$ cat src/rtl/maxpool_pkg.sv
// +--------------------------------------------------------------------------+
// | maxpool_pkg : shared types and default widths for the 2x2 max-pool ctrl  |
// | Revision    : 1.0                                                        |
// +--------------------------------------------------------------------------+
`default_nettype none

package maxpool_pkg;

  localparam int MP_DATA_W = 16;
  localparam int MP_ADDR_W = 16;
  localparam int MP_DIM_W  = 8;

  typedef enum logic [2:0] {
    ST_IDLE = 3'd0,
    ST_READ = 3'd1,
    ST_LAST = 3'd2,
    ST_OUT  = 3'd3,
    ST_DONE = 3'd4
  } state_e;

  typedef logic [1:0] slot_idx_t;

endpackage

`default_nettype wire

$ cat src/rtl/maxpool_addr_gen.sv
// +--------------------------------------------------------------------------+
// | maxpool_addr_gen : incremental window/row/output address generation      |
// | Revision         : 1.0                                                   |
// +--------------------------------------------------------------------------+
`default_nettype none

module maxpool_addr_gen
  import maxpool_pkg::*;
#(
  parameter int ADDR_W = MP_ADDR_W,
  parameter int DIM_W  = MP_DIM_W
) (
  input  logic              clk,
  input  logic              rst_n,
  input  logic              init_i,
  input  logic [DIM_W-1:0]  width_i,
  input  logic [DIM_W-1:0]  height_i,
  input  logic [ADDR_W-1:0] src_base_i,
  input  logic [ADDR_W-1:0] dst_base_i,
  input  slot_idx_t         step_read_i,
  input  logic              advance_window_i,
  output logic [ADDR_W-1:0] rd_addr_o,
  output logic [ADDR_W-1:0] out_addr_o,
  output logic              last_window_o
);

  logic [DIM_W-1:0]  width_q, ow_q, oh_q, ox_q, oy_q;
  logic [ADDR_W-1:0] p_q, row_base_q, out_addr_q;
  logic [ADDR_W-1:0] w_width, w_row_step, w_next_row;
  logic              w_row_end;

  assign w_width       = ADDR_W'(width_q);
  assign w_row_step    = w_width << 1;
  assign w_next_row    = row_base_q + w_row_step;
  assign w_row_end     = (ox_q == ow_q - DIM_W'(1));
  assign last_window_o = w_row_end && (oy_q == oh_q - DIM_W'(1));
  assign out_addr_o    = out_addr_q;

  always_comb begin
    rd_addr_o = p_q;
    case (step_read_i)
      2'd0:    rd_addr_o = p_q;
      2'd1:    rd_addr_o = p_q + ADDR_W'(1);
      2'd2:    rd_addr_o = p_q + w_width;
      default: rd_addr_o = p_q + w_width + ADDR_W'(1);
    endcase
  end

  always_ff @(posedge clk or negedge rst_n) begin
    if (!rst_n) begin
      width_q    <= '0;
      ow_q       <= '0;
      oh_q       <= '0;
      ox_q       <= '0;
      oy_q       <= '0;
      p_q        <= '0;
      row_base_q <= '0;
      out_addr_q <= '0;
    end else if (init_i) begin
      width_q    <= width_i;
      ow_q       <= width_i >> 1;
      oh_q       <= height_i >> 1;
      ox_q       <= '0;
      oy_q       <= '0;
      p_q        <= src_base_i;
      row_base_q <= src_base_i;
      out_addr_q <= dst_base_i;
    end else if (advance_window_i) begin
      out_addr_q <= out_addr_q + ADDR_W'(1);
      if (w_row_end) begin
        // Odd trailing column is skipped by jumping straight to the next row pair.
        ox_q       <= '0;
        oy_q       <= oy_q + DIM_W'(1);
        row_base_q <= w_next_row;
        p_q        <= w_next_row;
      end else begin
        ox_q <= ox_q + DIM_W'(1);
        p_q  <= p_q + ADDR_W'(2);
      end
    end
  end

endmodule

`default_nettype wire

$ cat src/rtl/maxpool_cmp_tree.sv
// +--------------------------------------------------------------------------+
// | maxpool_cmp_tree : 4-input unsigned max, two-level comparator tree       |
// | Revision         : 1.0                                                   |
// +--------------------------------------------------------------------------+
`default_nettype none

module maxpool_cmp_tree #(
  parameter int DATA_W = 16
) (
  input  logic [DATA_W-1:0] a0_i,
  input  logic [DATA_W-1:0] a1_i,
  input  logic [DATA_W-1:0] a2_i,
  input  logic [DATA_W-1:0] a3_i,
  output logic [DATA_W-1:0] max_o
);

  logic [DATA_W-1:0] w_max01;
  logic [DATA_W-1:0] w_max23;

  assign w_max01 = (a0_i >= a1_i) ? a0_i : a1_i;
  assign w_max23 = (a2_i >= a3_i) ? a2_i : a3_i;
  assign max_o   = (w_max01 >= w_max23) ? w_max01 : w_max23;

endmodule

`default_nettype wire

$ cat src/rtl/maxpool_2x2_ctrl.sv
// +--------------------------------------------------------------------------+
// | maxpool_2x2_ctrl : sequencer for 2x2 stride-2 max pooling of one plane   |
// | Revision         : 1.0                                                   |
// +--------------------------------------------------------------------------+
`default_nettype none

module maxpool_2x2_ctrl
  import maxpool_pkg::*;
#(
  parameter int DATA_W = MP_DATA_W,
  parameter int ADDR_W = MP_ADDR_W,
  parameter int DIM_W  = MP_DIM_W
) (
  input  logic              clk,
  input  logic              rst_n,
  input  logic              start,
  input  logic [DIM_W-1:0]  cfg_width,
  input  logic [DIM_W-1:0]  cfg_height,
  input  logic [ADDR_W-1:0] cfg_src_base,
  input  logic [ADDR_W-1:0] cfg_dst_base,
  output logic              busy,
  output logic              done,
  output logic              rd_en,
  output logic [ADDR_W-1:0] rd_addr,
  input  logic [DATA_W-1:0] rd_data,
  output logic              out_valid,
  input  logic              out_ready,
  output logic [DATA_W-1:0] out_data,
  output logic [ADDR_W-1:0] out_addr
);

  state_e            state_q, state_d;
  slot_idx_t         phase_q, phase_d;
  logic [DATA_W-1:0] slot_q [4];
  logic [DATA_W-1:0] out_data_q;
  logic [DATA_W-1:0] w_slot3, w_max;
  logic [ADDR_W-1:0] w_rd_addr;
  logic              w_init, w_advance, w_last_window;

  maxpool_addr_gen #(
    .ADDR_W (ADDR_W),
    .DIM_W  (DIM_W)
  ) u_addr_gen (
    .clk              (clk),
    .rst_n            (rst_n),
    .init_i           (w_init),
    .width_i          (cfg_width),
    .height_i         (cfg_height),
    .src_base_i       (cfg_src_base),
    .dst_base_i       (cfg_dst_base),
    .step_read_i      (phase_q),
    .advance_window_i (w_advance),
    .rd_addr_o        (w_rd_addr),
    .out_addr_o       (out_addr),
    .last_window_o    (w_last_window)
  );

  // The 4th word arrives during LAST, the same edge that registers the max.
  assign w_slot3 = (state_q == ST_LAST) ? rd_data : slot_q[3];

  maxpool_cmp_tree #(
    .DATA_W (DATA_W)
  ) u_cmp_tree (
    .a0_i  (slot_q[0]),
    .a1_i  (slot_q[1]),
    .a2_i  (slot_q[2]),
    .a3_i  (w_slot3),
    .max_o (w_max)
  );

  assign busy      = (state_q != ST_IDLE);
  assign done      = (state_q == ST_DONE);
  assign out_valid = (state_q == ST_OUT);
  assign out_data  = out_data_q;
  assign rd_addr   = rd_en ? w_rd_addr : '0;

  always_comb begin
    state_d   = state_q;
    phase_d   = phase_q;
    rd_en     = 1'b0;
    w_init    = 1'b0;
    w_advance = 1'b0;
    case (state_q)
      ST_IDLE: begin
        if (start) begin
          w_init  = 1'b1;
          phase_d = '0;
          if (cfg_width < DIM_W'(2) || cfg_height < DIM_W'(2)) state_d = ST_DONE;
          else                                                 state_d = ST_READ;
        end
      end
      ST_READ: begin
        rd_en   = 1'b1;
        phase_d = phase_q + slot_idx_t'(1);
        if (phase_q == slot_idx_t'(3)) state_d = ST_LAST;
      end
      ST_LAST: state_d = ST_OUT;
      ST_OUT: begin
        if (out_ready) begin
          w_advance = 1'b1;
          phase_d   = '0;
          state_d   = w_last_window ? ST_DONE : ST_READ;
        end
      end
      ST_DONE: state_d = ST_IDLE;
      default: state_d = ST_IDLE;
    endcase
  end

  always_ff @(posedge clk or negedge rst_n) begin
    if (!rst_n) begin
      state_q    <= ST_IDLE;
      phase_q    <= '0;
      out_data_q <= '0;
      for (int i = 0; i < 4; i++) slot_q[i] <= '0;
    end else begin
      state_q <= state_d;
      phase_q <= phase_d;
      if (state_q == ST_READ && phase_q != slot_idx_t'(0))
        slot_q[phase_q - slot_idx_t'(1)] <= rd_data;
      if (state_q == ST_LAST) begin
        slot_q[3]  <= rd_data;
        out_data_q <= w_max;
      end
    end
  end

endmodule

`default_nettype wire

$ cat config.mk
export PLATFORM = sky130hd
export DESIGN_NAME = maxpool_2x2_ctrl
export DESIGN_NICKNAME = d
export VERILOG_FILES = /design/src/rtl/maxpool_pkg.sv /design/src/rtl/maxpool_addr_gen.sv /design/src/rtl/maxpool_cmp_tree.sv /design/src/rtl/maxpool_2x2_ctrl.sv
export SDC_FILE = /design/constraint.sdc
export NUM_CORES = 1
export LEC_CHECK = 0
export ABC_AREA = 1
export CORE_ASPECT_RATIO = 1.5
export CORE_MARGIN = 5
export CORE_UTILIZATION = 59
export CTS_CLUSTER_SIZE = 14
export DETAILED_ROUTE_END_ITERATION = 12
export PLACE_DENSITY = 0.83
export SKIP_LAST_GASP = 1
export SLEW_MARGIN = 15
export SYNTH_ARGS = -nofsm -noshare
export SYNTH_HDL_FRONTEND = slang
export SYNTH_SLANG_ARGS = --single-unit
$ cat constraint.sdc
create_clock -name clk -period 5.01 [get_ports clk]
set_input_delay 0.501 -clock clk [delete_from_list [all_inputs] [get_ports clk]]
set_output_delay 0.501 -clock clk [all_outputs]
set_load 0.03 [all_outputs]
---- Word-level counts from Yosys, hierarchy flattened ----
Index checks and enable logic that the tools add are counted.
cells by class
  add/sub/neg operators ................... 12
  multiplexer cells ....................... 39
  equal/unequal tests ..................... 12
  magnitude comparators ................... 7
  bitwise gates (word level) .............. 1
  reductions and logical operators ........ 15
operators by type and width
  kind                                                 number
  two-way mux 16 bit                                   16
  bitwise mux 64 bit                                   1
  adder 16 x 1 -> 16 bit (second input constant)       3
  greater-or-equal comparator 16 bit                   3
  two-way mux 8 bit                                    6
  one-hot mux 16 bit (3 select lines)                  1
  demux 16 bit (select 2 bit)                          1
  adder 16 x 2 -> 16 bit (second input constant)       1
  adder 16 x 8 -> 16 bit                               1
  adder 16 x 9 -> 16 bit                               1
  adder 8 x 1 -> 8 bit (second input constant)         2
  == test 8 bit                                        2
  < comparator 8 x 2 -> 1 bit (second input constant)  2
  subtractor 7 x 1 -> 8 bit (second input constant)    2
  two-way mux 3 bit                                    5
  one-hot mux 3 bit (4 select lines)                   1
  nonzero test 2 bit                                   4
  == test 3 x 2 -> 1 bit (second input constant)       2
  one-hot mux 2 bit (3 select lines)                   1
  AND reduction 3 bit                                  2
  nonzero test 3 bit                                   2
  two-way mux 1 bit                                    5
  == test 2 bit (second input constant)                2
  two-way mux 2 bit                                    2
  other kinds (15)                                     18
word-level totals
  flip-flop bits (word level) ............. 171
  bits of input ports ..................... 68
  word-level logic and storage cells ...... 101
  output and inout bits ................... 52

---- Depth between registers and ports, before layout ----
  depth in word-level cells ............... 9
  mapped depth ............................ 36
  mapped depth without buffers ............ 34

---- Hierarchy ----
From an unflattened synthesis, not the netlist that was laid out.
unflattened totals
  cells, all modules ...................... 1713
  area, all modules ....................... 12209.2 um2
by module, submodules not included
  module            cells an instance  sequential area each (um2)  times used  area an instance (um2)
  maxpool_addr_gen  962                1976.9                      1           6506.2
  maxpool_2x2_ctrl  377                2127.0                      1           3548.4
  maxpool_cmp_tree  374                0.0                         1           2154.6

---- Least setup slack after synthesis ----
No wires, ideal clock.
  kind .................................... register -> register
  from .................................... reg state_q[0]
  to ...................................... reg out_data_q[10] (netlist: out_data[10])
  path slack .............................. 0.792 ns
  library setup time ...................... 0.118 ns
  period minus slack after synthesis ...... 4.218 ns
  path buffers ............................ 3
  cell stages (with the launch flop) ...... 26
  data required time ...................... 4.892 ns
  arrival time ............................ 4.100 ns
  cells stage by stage .................... dfrtp_1 inv_2 nand2_1 nor2_1 clkbuf_1 or2_2 o21ai_0 ha_1 a21oi_1 nor3_1 a211oi_2 clkbuf_1 nand3_1 and2_1 ha_1 a21oi_1 o21ai_0 nand2_1 o211ai_1 nand2_1 nand2_1 nor2_1 clkbuf_1 nand3_1 nand3_1 nand2_1
on the way
  word-level cells in the longest chain between the ends .. 6
ends and longest elaborated chain
  item                                line                                             text
  from (decl)                         maxpool_2x2_ctrl.sv:32                           state_e state_q, state_d;
  from (signal assigned)              maxpool_2x2_ctrl.sv:117                          state_q <= state_d;
  == test 3 x 2 -> 1 bit *            maxpool_2x2_ctrl.sv:59, maxpool_2x2_ctrl.sv:121
  two-way mux 16 bit                  maxpool_2x2_ctrl.sv:59                           assign w_slot3 = (state_q == ST_LAST) ? rd_data : slot_q[3];
  greater-or-equal comparator 16 bit  maxpool_cmp_tree.sv:21                           assign w_max23 = (a2_i >= a3_i) ? a2_i : a3_i;
  two-way mux 16 bit                  maxpool_cmp_tree.sv:21
  greater-or-equal comparator 16 bit  maxpool_cmp_tree.sv:22                           assign max_o = (w_max01 >= w_max23) ? w_max01 : w_max23;
  two-way mux 16 bit                  maxpool_cmp_tree.sv:22
  to (signal assigned)                maxpool_2x2_ctrl.sv:123                          out_data_q <= w_max;
  to (decl)                           maxpool_2x2_ctrl.sv:35                           logic [DATA_W-1:0] out_data_q;
Mark *: on every way between the ends. The rest lies on a longest branch, timed or not.
A chain may end at the register's enable or synchronous reset.

---- Worst setup path after layout ----
  from .................................... reg state_q[0]
  to ...................................... reg out_data_q[5] (netlist: out_data[5])
The elaborated chain is that of the path after synthesis.

==> impl_metrics.csv <==
group,metric,value,unit
global_route,grt_antenna_before_repair,0,
routing,routed_wl,34600,µm
floorplanning,core_area,19800,µm²
synthesis,synthFlopType,"dfrtp_1",
clock_network,insertion_delay,0.44,ns
routing,avgViaCountPerCell,5.76,
timing,maxSlewHeadroom,0.533,
routing,drt_first_pass_iters,6,
clock_network,cts_tree,"built",
worst_setup_path,critPathSlowestCell,"dfrtp_1",
floorplanning,ios,120,
timing,period_needed,4.67,ns
worst_setup_path,path_max_fanout,20,
synthesis,ys_ff_latch,164,
timing,tns,0,ns
clock_network,path_clk_slew,0.06,ns
global_route,busiest_layer,"met2",
worst_setup_path,cp.required,5.32,ns
placed_design,gp_congestion,0.952,
synthesis,synthArstFlopShare,1.00,
cells_and_area,nets,1908,
global_route,met1_usage,0.310,
timing,tightest_slew,0.701,ns
clock_network,cts_buffers,17,
cells_and_area,drive_gt1_frac,0.0603,
timing,fin_crit_sh,0.933,
routing,drt-wirelength-per-cell,17.0,µm
routing,drt_first_iter_violations,819,
routing,drc,0,
cells_and_area,final_common_cell,"nand2_1",
timing,drv_slew,0,
timing,setup_violations,0,
synthesis,synth.cell_area,11800,µm²
worst_setup_path,worst-setup-path-type,"reg2reg",
global_route,grt_pass1_vias,11900,
clock_network,root_buffer,"clkbuf_16",
floorplanning,fp.dieArea,23000,µm²
timing,finClkSkew,0.0122,ns
hold_path,hold_path_class,"in2async",
synthesis,synth_edf_count,0,
floorplanning,rows,63,
clock_network,clk_path_buf_depth,2,
synthesis,syn_nets,1803,
synthesis,ys_warn_count,0,
clock_network,cts_sinks,164,
worst_setup_path,slowest_delay,0.41,ns
synthesis,synthDistinctLibCells,46,
worst_setup_path,cp-start-kind,"flip-flop",
cells_and_area,area_growth_syn_to_layout,17.7,%
worst_setup_path,worst-path-buf-inv,5,
cells_and_area,final_cell_mix,"427 x nand2_1, 192 x inv_1, 164 x dfrtp_1, 153 x nand3_1, 145 x o21ai_0",
routing,drtAntennaViolNets,0,
flow_run,max-cap-violations,0,
global_route,grtUsageMet3,0.0492,
routing,vias,11700,
placed_design,dp_hpwl,25600,µm
clock_network,cts_max_level,4,
global_route,globalRouteOverflowTotal,0,
floorplanning,die_w,126,µm
global_route,grt_max_degree,72,
global_route,met2_usage,0.563,
global_route,grt_pass1_wl,56100,µm
worst_setup_path,cp.arrival,4.99,ns
synthesis,syn_inst,1657,
synthesis,syn_area_per_cell,7.14,µm²
worst_setup_path,crit_top_cell,"nand2_1",
floorplanning,initial_utilization,0.598,
placed_design,port_buffers,118,
global_route,grtUsageTotal,0.300,
worst_setup_path,cp-end-kind,"flip-flop",
cells_and_area,n_antenna_cell,0,
clock_network,cts_hold_buffers,0,
synthesis,ys_seq_area_frac,0.347,
timing,max_clock_freq,214,MHz
floorplanning,die_y,183,µm
timing,final_hold_viol_count,0,
timing,rsz0062_at_grt,"no",
worst_setup_path,cp_top_family,"simple AND/OR/NAND/NOR gates",
status,status,"completed",
cell families after synthesis:
family,after synthesis,synth area share
and+or+nand+nor,809,0.299
buffers and inverters,258,0.0870
adders and majority gates,78,0.0838
AOI/OAI and AO/OA,286,0.137
DFF,164,0.347
xor gates and xnor gates,62,0.0459
per-stage QoR:
| step | hold slack [ns] | util | cells | area [µm²] | worst slack [ns] |
|---|---|---|---|---|---|
| 6_report | 0.0447 | 0.703 | 2034 | 13900 | 0.336 |
| 4_1_cts | 0.0870 | 0.699 | 2029 | 13800 | 0.0891 |
| 2_1_floorplan | 0.205 | - | 1657 | 11800 | 0.792 |
| 5_1_grt | 0.113 | 0.703 | 2034 | 13900 | 0.000725 |
| 3_5_place_dp | 0.467 | 0.668 | 1998 | 13200 | 0.225 |
| 3_3_place_gp | 0.460 | 0.668 | 1998 | 13200 | 0.351 |
cell usage after synthesis (2+ instances only):
library cell,instances,area share
a41oi_1,3,0.0022
a221oi_1,2,0.0015
nand2_4,3,0.0029
ha_1,76,0.080
nand3b_1,3,0.0019
nor4_1,6,0.0032
or2_2,17,0.0090
nand2_2,3,0.0016
o22ai_1,11,0.0058
nor2_1,108,0.034
nor2_4,2,0.0019
nor3_1,33,0.014
nand3_1,156,0.066
o211ai_1,11,0.0070
o21bai_1,3,0.0019
inv_1,193,0.061
xnor2_1,15,0.011
a211oi_1,12,0.0076
nor2_2,2,0.0011
clkbuf_1,28,0.0089
inv_2,9,0.0029
a31oi_1,8,0.0042
buf_1,5,0.0016
xor2_1,47,0.035
buf_2,14,0.0059
a21oi_1,55,0.023
buf_4,5,0.0032
a211oi_2,2,0.0021
o31ai_1,3,0.0019
o21ai_1,5,0.0021
buf_6,3,0.0029
nand4_1,21,0.011
nand3_2,2,0.0017
nor3_2,3,0.0025
o21a_1,20,0.013
o21ai_0,147,0.062
dfrtp_1,164,0.35
fa_1,2,0.0034
and2_1,22,0.012
nand2_1,427,0.14
worst paths after layout:
path                              startpoint           end  slack (ns)  cells past startpoint
worst min register to register  out_data[13]  out_data[13]        0.48                      2
min in group clk                out_data[13]  out_data[13]        0.48                      2
max in group asynchronous              rst_n    slot_q[21]        3.80                      2
worst min-delay path                   rst_n    slot_q[39]        0.04                      1
worst max register to register    state_q[0]   out_data[5]        0.34                     28
worst max-delay path              state_q[0]   out_data[5]        0.34                     28
area by class of cell:
type / instances / area, µm²
fill: 1652 / 5870
sequential: 164 / 4100
clock inverter: 14 / 176
inverter: 202 / 758
timing repair buffer: 142 / 1390
multi-input combinational: 1235 / 6740
tap: 260 / 325
clock buffer: 17 / 425
per-layer routing:
layer | wire length, µm | share of wire | vias to the layer above
met1 | 12700 | 0.37 | 5491
met2 | 18100 | 0.52 | 434
met4 | 2220 | 0.064 | 0
met3 | 1620 | 0.047 | 132
met5 | 0 | 0 | -
li1 | - | - | 5662
repair_timing:
item                                    4_1_cts  5_1_grt
endpoints found under the setup margin        1       16
setup buffers                                 0        5
gates cloned                                  0        0
resized for setup                             2        5
pin swaps                                     0        2
flip-flops by register name (all words and copies together), names as in the netlist:
name / flops
u_addr_gen.out_addr_o: 16
state_q: 3
phase_q: 2
u_addr_gen.oy_q: 8
out_data: 16
u_addr_gen.width_q: 8
u_addr_gen.oh_q: 7
slot_q: 64
u_addr_gen.row_base_q: 16
u_addr_gen.ox_q: 8
u_addr_gen.p_q: 16
worst register-to-register path: cells and delay by family, from the launching register on:
family                     cells  cell delay (ns)
AOI/OAI and AO/OA              5             0.70
adders and majority gates      2             0.60
buffers and inverters          5             0.95
DFF                            1             0.41
and+or+nand+nor               16             1.92
Power is left out: the tool's default activity adds up to more than one toggle a clock period on the data nets, which glitch-free logic cannot reach.
